File: src/rtl/spi_slave_byte.sv
// -----------------------------------------------------------------------------
// spi_slave_byte
// Byte-oriented SPI responder that runs entirely in the sys_clk domain.
// sclk, mosi and n_cs are oversampled through synchronizers. Edges of sclk are
// detected from the synchronized level, so sclk never clocks any flop.
// Received bytes are pushed to a downstream FIFO write port. Transmit bytes are
// popped from a show-ahead FIFO and shifted out on miso, MSB first.
//
// Parameters:
//   CPOL        sclk idle level
//   CPHA        0: sample on leading edge, shift on trailing edge
//               1: shift on leading edge, sample on trailing edge
//   SYNC_STAGES synchronizer depth on sclk/mosi/n_cs (2..4)
//   IDLE_BYTE   byte shifted out when the tx FIFO is empty
//
// Ports:
//   sys_clk, n_rst      clock, asynchronous active-low reset
//   sclk, n_cs, mosi    SPI bus inputs from the master
//   miso                registered slave-out data
//   miso_oe             output enable, high while a frame is active
//                       (present only with SPI_SLAVE_MISO_OE_EN)
//   m_dout, m_wrreq     received byte and its one-cycle write strobe
//   m_full              downstream FIFO full
//   s_din, s_empty      show-ahead tx FIFO data and empty flag
//   s_rdreq             one-cycle pop, asserted in the cycle s_din is captured
//   frame_done          one-cycle pulse when n_cs deasserts
//   frame_len           complete bytes received in the last frame (saturating)
//   overflow            sticky: a byte was dropped because m_full was set
//
// Optional feature macro: SPI_SLAVE_MISO_OE_EN
//   Defined:   adds miso_oe; miso is forced to 0 outside a frame.
//   Undefined: miso holds its last value between frames.
// -----------------------------------------------------------------------------
module spi_slave_byte #(
   parameter bit         CPOL        = 1'b0,
   parameter bit         CPHA        = 1'b0,
   parameter int         SYNC_STAGES = 2,
   parameter logic [7:0] IDLE_BYTE   = 8'h00
) (
   input  logic       sys_clk,
   input  logic       n_rst,
   input  logic       sclk,
   input  logic       n_cs,
   input  logic       mosi,
   output logic       miso,
`ifdef SPI_SLAVE_MISO_OE_EN
   output logic       miso_oe,
`endif
   output logic [7:0] m_dout,
   output logic       m_wrreq,
   input  logic       m_full,
   input  logic [7:0] s_din,
   input  logic       s_empty,
   output logic       s_rdreq,
   output logic       frame_done,
   output logic [7:0] frame_len,
   output logic       overflow
);

   typedef enum logic {IDLE, ACTIVE} state_t;

   state_t                 state_q, state_d;
   logic [SYNC_STAGES-1:0] sclk_sync_q, sclk_sync_d;
   logic [SYNC_STAGES-1:0] mosi_sync_q, mosi_sync_d;
   logic [SYNC_STAGES-1:0] ncs_sync_q, ncs_sync_d;
   logic                   sclk_hist_q, sclk_hist_d;
   logic                   ncs_hist_q, ncs_hist_d;
   logic [2:0]             bit_cnt_q, bit_cnt_d;
   logic [7:0]             byte_cnt_q, byte_cnt_d;
   logic [7:0]             rx_shift_q, rx_shift_d;
   logic [7:0]             tx_shift_q, tx_shift_d;
   logic                   miso_q, miso_d;
   logic [7:0]             m_dout_q, m_dout_d;
   logic                   m_wrreq_q, m_wrreq_d;
   logic                   frame_done_q, frame_done_d;
   logic [7:0]             frame_len_q, frame_len_d;
   logic                   overflow_q, overflow_d;
`ifdef SPI_SLAVE_MISO_OE_EN
   logic                   miso_oe_q, miso_oe_d;
`endif

   logic sclk_s, mosi_s, ncs_s;
   logic lead_edge, trail_edge, sample_edge, shift_edge;
   logic ncs_fall, ncs_rise;
   logic load;
   logic [7:0] rx_byte;

   assign sclk_s = sclk_sync_q[SYNC_STAGES-1];
   assign mosi_s = mosi_sync_q[SYNC_STAGES-1];
   assign ncs_s  = ncs_sync_q[SYNC_STAGES-1];

   // Leading edge leaves the idle level, trailing edge returns to it.
   assign lead_edge   = (sclk_s != CPOL) && (sclk_hist_q == CPOL);
   assign trail_edge  = (sclk_s == CPOL) && (sclk_hist_q != CPOL);
   assign sample_edge = CPHA ? trail_edge : lead_edge;
   assign shift_edge  = CPHA ? lead_edge : trail_edge;
   assign ncs_fall    = !ncs_s && ncs_hist_q;
   assign ncs_rise    = ncs_s && !ncs_hist_q;

   always_comb begin
      sclk_sync_d  = {sclk_sync_q[SYNC_STAGES-2:0], sclk};
      mosi_sync_d  = {mosi_sync_q[SYNC_STAGES-2:0], mosi};
      ncs_sync_d   = {ncs_sync_q[SYNC_STAGES-2:0], n_cs};
      sclk_hist_d  = sclk_s;
      ncs_hist_d   = ncs_s;
      state_d      = state_q;
      bit_cnt_d    = bit_cnt_q;
      byte_cnt_d   = byte_cnt_q;
      rx_shift_d   = rx_shift_q;
      tx_shift_d   = tx_shift_q;
      m_dout_d     = m_dout_q;
      m_wrreq_d    = 1'b0;
      frame_done_d = 1'b0;
      frame_len_d  = frame_len_q;
      overflow_d   = overflow_q;
      s_rdreq      = 1'b0;
      load         = 1'b0;
      rx_byte      = {rx_shift_q[6:0], mosi_s};

      case (state_q)
         IDLE: begin
            // sclk activity outside a frame is ignored.
            if (ncs_fall) begin
               state_d    = ACTIVE;
               bit_cnt_d  = 3'd0;
               byte_cnt_d = 8'd0;
               // CPHA=0 must present bit 7 before the first leading edge.
               load       = ~CPHA;
            end
         end
         ACTIVE: begin
            // Chip-select release takes priority over a coincident sclk edge;
            // any partially received byte is dropped.
            if (ncs_rise) begin
               state_d      = IDLE;
               bit_cnt_d    = 3'd0;
               frame_len_d  = byte_cnt_q;
               frame_done_d = 1'b1;
            end else begin
               if (sample_edge) begin
                  rx_shift_d = rx_byte;
                  bit_cnt_d  = bit_cnt_q + 3'd1;
                  if (bit_cnt_q == 3'd7) begin
                     m_dout_d = rx_byte;
                     if (m_full) overflow_d = 1'b1;
                     else        m_wrreq_d  = 1'b1;
                     if (byte_cnt_q != 8'hFF) byte_cnt_d = byte_cnt_q + 8'd1;
                  end
               end
               // A byte boundary reloads instead of shifting.
               if (shift_edge) begin
                  if (bit_cnt_q == 3'd0) load = 1'b1;
                  else                   tx_shift_d = {tx_shift_q[6:0], 1'b0};
               end
            end
         end
      endcase

      // The pop coincides with the capture because the tx FIFO is show-ahead.
      if (load) begin
         if (!s_empty) begin
            tx_shift_d = s_din;
            s_rdreq    = 1'b1;
         end else begin
            tx_shift_d = IDLE_BYTE;
         end
      end

`ifdef SPI_SLAVE_MISO_OE_EN
      miso_oe_d = (state_d == ACTIVE);
      miso_d    = (state_d == ACTIVE) ? tx_shift_d[7] : 1'b0;
`else
      miso_d    = tx_shift_d[7];
`endif
   end

   always_ff @(posedge sys_clk or negedge n_rst) begin
      if (!n_rst) begin
         state_q      <= IDLE;
         sclk_sync_q  <= {SYNC_STAGES{CPOL}};
         mosi_sync_q  <= '0;
         ncs_sync_q   <= '1;
         sclk_hist_q  <= CPOL;
         ncs_hist_q   <= 1'b1;
         bit_cnt_q    <= 3'd0;
         byte_cnt_q   <= 8'd0;
         rx_shift_q   <= 8'd0;
         tx_shift_q   <= 8'd0;
         miso_q       <= 1'b0;
         m_dout_q     <= 8'd0;
         m_wrreq_q    <= 1'b0;
         frame_done_q <= 1'b0;
         frame_len_q  <= 8'd0;
         overflow_q   <= 1'b0;
`ifdef SPI_SLAVE_MISO_OE_EN
         miso_oe_q    <= 1'b0;
`endif
      end else begin
         state_q      <= state_d;
         sclk_sync_q  <= sclk_sync_d;
         mosi_sync_q  <= mosi_sync_d;
         ncs_sync_q   <= ncs_sync_d;
         sclk_hist_q  <= sclk_hist_d;
         ncs_hist_q   <= ncs_hist_d;
         bit_cnt_q    <= bit_cnt_d;
         byte_cnt_q   <= byte_cnt_d;
         rx_shift_q   <= rx_shift_d;
         tx_shift_q   <= tx_shift_d;
         miso_q       <= miso_d;
         m_dout_q     <= m_dout_d;
         m_wrreq_q    <= m_wrreq_d;
         frame_done_q <= frame_done_d;
         frame_len_q  <= frame_len_d;
         overflow_q   <= overflow_d;
`ifdef SPI_SLAVE_MISO_OE_EN
         miso_oe_q    <= miso_oe_d;
`endif
      end
   end

   assign miso       = miso_q;
   assign m_dout     = m_dout_q;
   assign m_wrreq    = m_wrreq_q;
   assign frame_done = frame_done_q;
   assign frame_len  = frame_len_q;
   assign overflow   = overflow_q;
`ifdef SPI_SLAVE_MISO_OE_EN
   assign miso_oe    = miso_oe_q;
`endif

endmodule
File: config.mk
export PLATFORM = sky130hd
export DESIGN_NAME = spi_slave_byte
export DESIGN_NICKNAME = d
export VERILOG_FILES = /design/src/rtl/spi_slave_byte.sv
export SDC_FILE = /design/constraint.sdc
export NUM_CORES = 1
export LEC_CHECK = 0
export CAP_MARGIN = 20
export CORE_ASPECT_RATIO = 1.75
export CORE_MARGIN = 2
export CORE_UTILIZATION = 53
export CTS_CLUSTER_DIAMETER = 100
export DETAILED_ROUTE_END_ITERATION = 8
export PLACE_DENSITY = 0.79
export SYNTH_ARGS = -nofsm -noshare
export SYNTH_HDL_FRONTEND = slang
export SYNTH_SLANG_ARGS = --single-unit
File: constraint.sdc
create_clock -name sys_clk -period 2.1 [get_ports sys_clk]
set_input_delay 0.42 -clock sys_clk [delete_from_list [all_inputs] [get_ports sys_clk]]
set_output_delay 0.42 -clock sys_clk [all_outputs]
set_load 0.1 [all_outputs]
==> results.yml <==
die:
  die_h_um: 92.25
  io_pins: 36
  rows: 32
  initial_utilization: 0.5454
  fp.dieW_um: 54.43
  core-area_um2: 4324
  die_area_um2: 5020
synthesis:
  synth_compound_area_frac: 0.1103
  ys_seq_elements: 54
  synthDominantCellAreaShare: 0.5411
  yosysWarnings: 0
  syn_area_per_cell_um2: 12.35
  ys_types: 40
  synthTopCellsByArea: "dfrtp_1 54%, mux2_4 5.1%, mux2_2 4.3%"
  yosysSeqAreaShare: 0.5745
  netlist_area_um2: 2359
  synth_top_family_by_area: "simple AND/OR/NAND/NOR gates"
  synth.net_count: 210
  synthCells: 191
  yosys.cell_count.top_type: "dfrtp_1"
  synth_ff_type: "dfrtp_1"
  synth_top_cell_by_area: "dfrtp_1"
  synthAdderAreaFrac: 0.02122
  ys_async_sr_fraction: 1.000
  synth_common_cells: "51 x dfrtp_1, 12 x nor2_1, 12 x o21ai_0, 10 x inv_1"
  synthMuxAreaShare: 0.1268
  yosys.area_share.simple: 0.1342
  synth_edf_count: 0
  yosys.area_share.xor_xnor: 0
critical_path:
  worstReg2RegStart: "bit_cnt_q[0]"
  path_class: "flip-flop to output port"
  worstPathArrival_ns: 1.59
  end_kind: "output port"
  critPathLaunch: "bit_cnt_q[0]"
  r2r_cells: 6
  r2r_setup_slack_ns: 0.18
  rr_endpoint: "byte_cnt_q[5]"
  worstPathRequired_ns: 1.68
  critPathMaxFanout: 4
  cp-start-kind: "flip-flop"
place:
  gp_congestion: 0.7700
  placed_cell_area_um2: 2753
  hpwlAfterDp_um: 3183
  port_buffers: 35
timing:
  min_period_ns: 2.009
  hold_viol_final: 0
  fin_crit_sh: 0.9569
  slew_viol_final: 0
  fin_hold_ws_ns: 0.08998
  setup_viol: 0
  tightest_slew_ns: 0.4531
  fin_setup_tns_ns: 0
  slew_headroom: 0.6971
  rsz0062_at_grt: "true"
  fin_skew_ns: 0.01131
  fmax_ghz: 0.4977
global_route:
  grt_pass1_wl_um: 7555
  grt_max_degree: 55
  antenna_found_initial: 0
  grt.total_usage: 0.2074
  grt-ovfl-total: 0
  grt_pass1_vias: 1645
detailed_routing:
  drt_iter0_drc: 48
  vias: 1654
  first_pass_iters: 4
  wire_per_inst_um: 15.63
  vias_per_cell: 5.804
  drc_errors: 0
  wl_um: 4454
  drtAntennaViolNets: 0
cells_and_area:
  regArea_um2: 1355
  final_cell_area_um2: 2858
  fillers: 344
  drive_gt1_frac: 0.2906
  antenna_cells: 0
  multi_input_area_um2: 940.9
  nets: 253
  syn_to_final_growth_pct: 21.17
cts:
  clk_pin_slew_ns: 0.10
  cts_tree: "yes"
  cts-buffers-inserted: 5
  ctsHoldBuffers: 0
  htree_levels: 2
  clock-sinks: 54
  cts-root-buf: "clkbuf_8"
  cts_buffer_depth: 2
  clk_latency_ns: 0.30
min_path:
  hp-class: "input pin to async pin"
power:
  p_leak_nw: 1.376
  vdd_ir_drop_max_v: 0.0007702
  power_density_nw_per_um2: 910.0
flow_run:
  timing.max_cap.violations: 0
outcome:
  status: "completed"
-- through the flow --
| step | total power, mW | worst slack, ns | util | cells |
|---|---|---|---|---|
| 2_1_floorplan | 1.837 | 0.1705 | - | 191 |
| 3_3_place_gp | 2.024 | 0.3312 | 0.6366 | 276 |
| 3_5_place_dp | 2.057 | 0.2116 | 0.6366 | 276 |
| 4_1_cts | 2.618 | 0.04889 | 0.6574 | 284 |
| 5_1_grt | 2.739 | -0.003901 | 0.6609 | 285 |
| 6_report | 2.600 | 0.09058 | 0.6609 | 285 |
-- power by group --
group / internal (mW) / total, mW / switching, mW
combinational: 0.249 / 0.691 / 0.442
sequential: 1.21 / 1.35 / 0.136
clock: 0.231 / 0.559 / 0.328
total: 1.69 / 2.60 / 0.906
-- placed cells by master, fill, tap and decap left out, types with 3 or more instances in the layout --
| cell type | count |
|---|---|
| dfrtp_1 | 51 |
| buf_4 | 26 |
| clkdlybuf4s50_1 | 13 |
| o21ai_0 | 12 |
| nor2_1 | 11 |
| inv_1 | 10 |
| mux2_2 | 9 |
| mux2_4 | 8 |
| nand3_1 | 8 |
| nand2_1 | 7 |
| nand4b_1 | 7 |
| a31oi_1 | 7 |
| mux2_1 | 6 |
| a21oi_1 | 5 |
| clkbuf_8 | 5 |
| nand4_1 | 3 |
| and3_1 | 3 |
| nor4_1 | 3 |
| ha_1 | 3 |
| dfstp_2 | 3 |
-- routing by layer --
| metal | vias to the layer above | track usage | wire, µm |
|---|---|---|---|
| met2 | 38 | 0.3464 | 2466 |
| met3 | 4 | 0.03583 | 151 |
| met4 | 0 | 0.1021 | 72 |
| li1 | 772 | - | - |
| met1 | 840 | 0.2445 | 1764 |
| met5 | - | 0 | 0 |
-- critical path, cell delays in order, from the launching register on --
cell and delay (ns):
dfrtp_1 0.43, inv_1 0.08, ha_2 0.17, nand4bb_1 0.13
nand2_2 0.11, nand2_2 0.08, nor2_4 0.10, buf_12 0.18
-- flip-flops by register name, indices dropped and copies added, names as in the netlist, 2 cells and up --
signal / flops
mosi_sync_q: 2
m_dout: 8
rx_shift_q: 7
ncs_sync_q: 2
byte_cnt_q: 8
sclk_sync_q: 2
frame_len: 8
tx_shift_q: 8
bit_cnt_q: 3
-- cells by family (layout without fill, tap and decap cells) --
family / after synthesis / count (layout)
adders and majority gates: 4 / 4
buffers and inverters: 18 / 61
muxes: 24 / 24
and+or+nand+nor: 55 / 55
DFF: 54 / 54
AOI/OAI and AO/OA: 36 / 36
-- layout make-up --
| type | instances | area share |
|---|---|---|
| Clock buffer | 5 | 0.02408 |
| Clock inverter | 2 | 0.004816 |
| Inverter | 12 | 0.01576 |
| Multi-Input combinational cell | 119 | 0.3292 |
| Sequential cell | 54 | 0.4742 |
| Tap cell | 51 | 0.02233 |
| Timing Repair Buffer | 42 | 0.1296 |
-- worst max path at each step --
stage                     to  slack (ns)  cells past startpoint
2_1_floorplan        s_rdreq        0.17                      5
3_3_place_gp       m_dout[2]        0.33                      5
3_5_place_dp   byte_cnt_q[5]        0.21                      6
4_1_cts              s_rdreq        0.05                      7
5_1_grt              s_rdreq      -0.004                      7
6_report             s_rdreq        0.09                      7
-- what timing repair did --
| action | CTS | global route |
|---|---|---|
| pin swaps | 0 | 1 |
| gates resized for setup | 0 | 3 |
| buffers inserted | 1 | 1 |
| endpoints found under the setup margin | 1 | 1 |
Power figures use the tool's default switching activity.
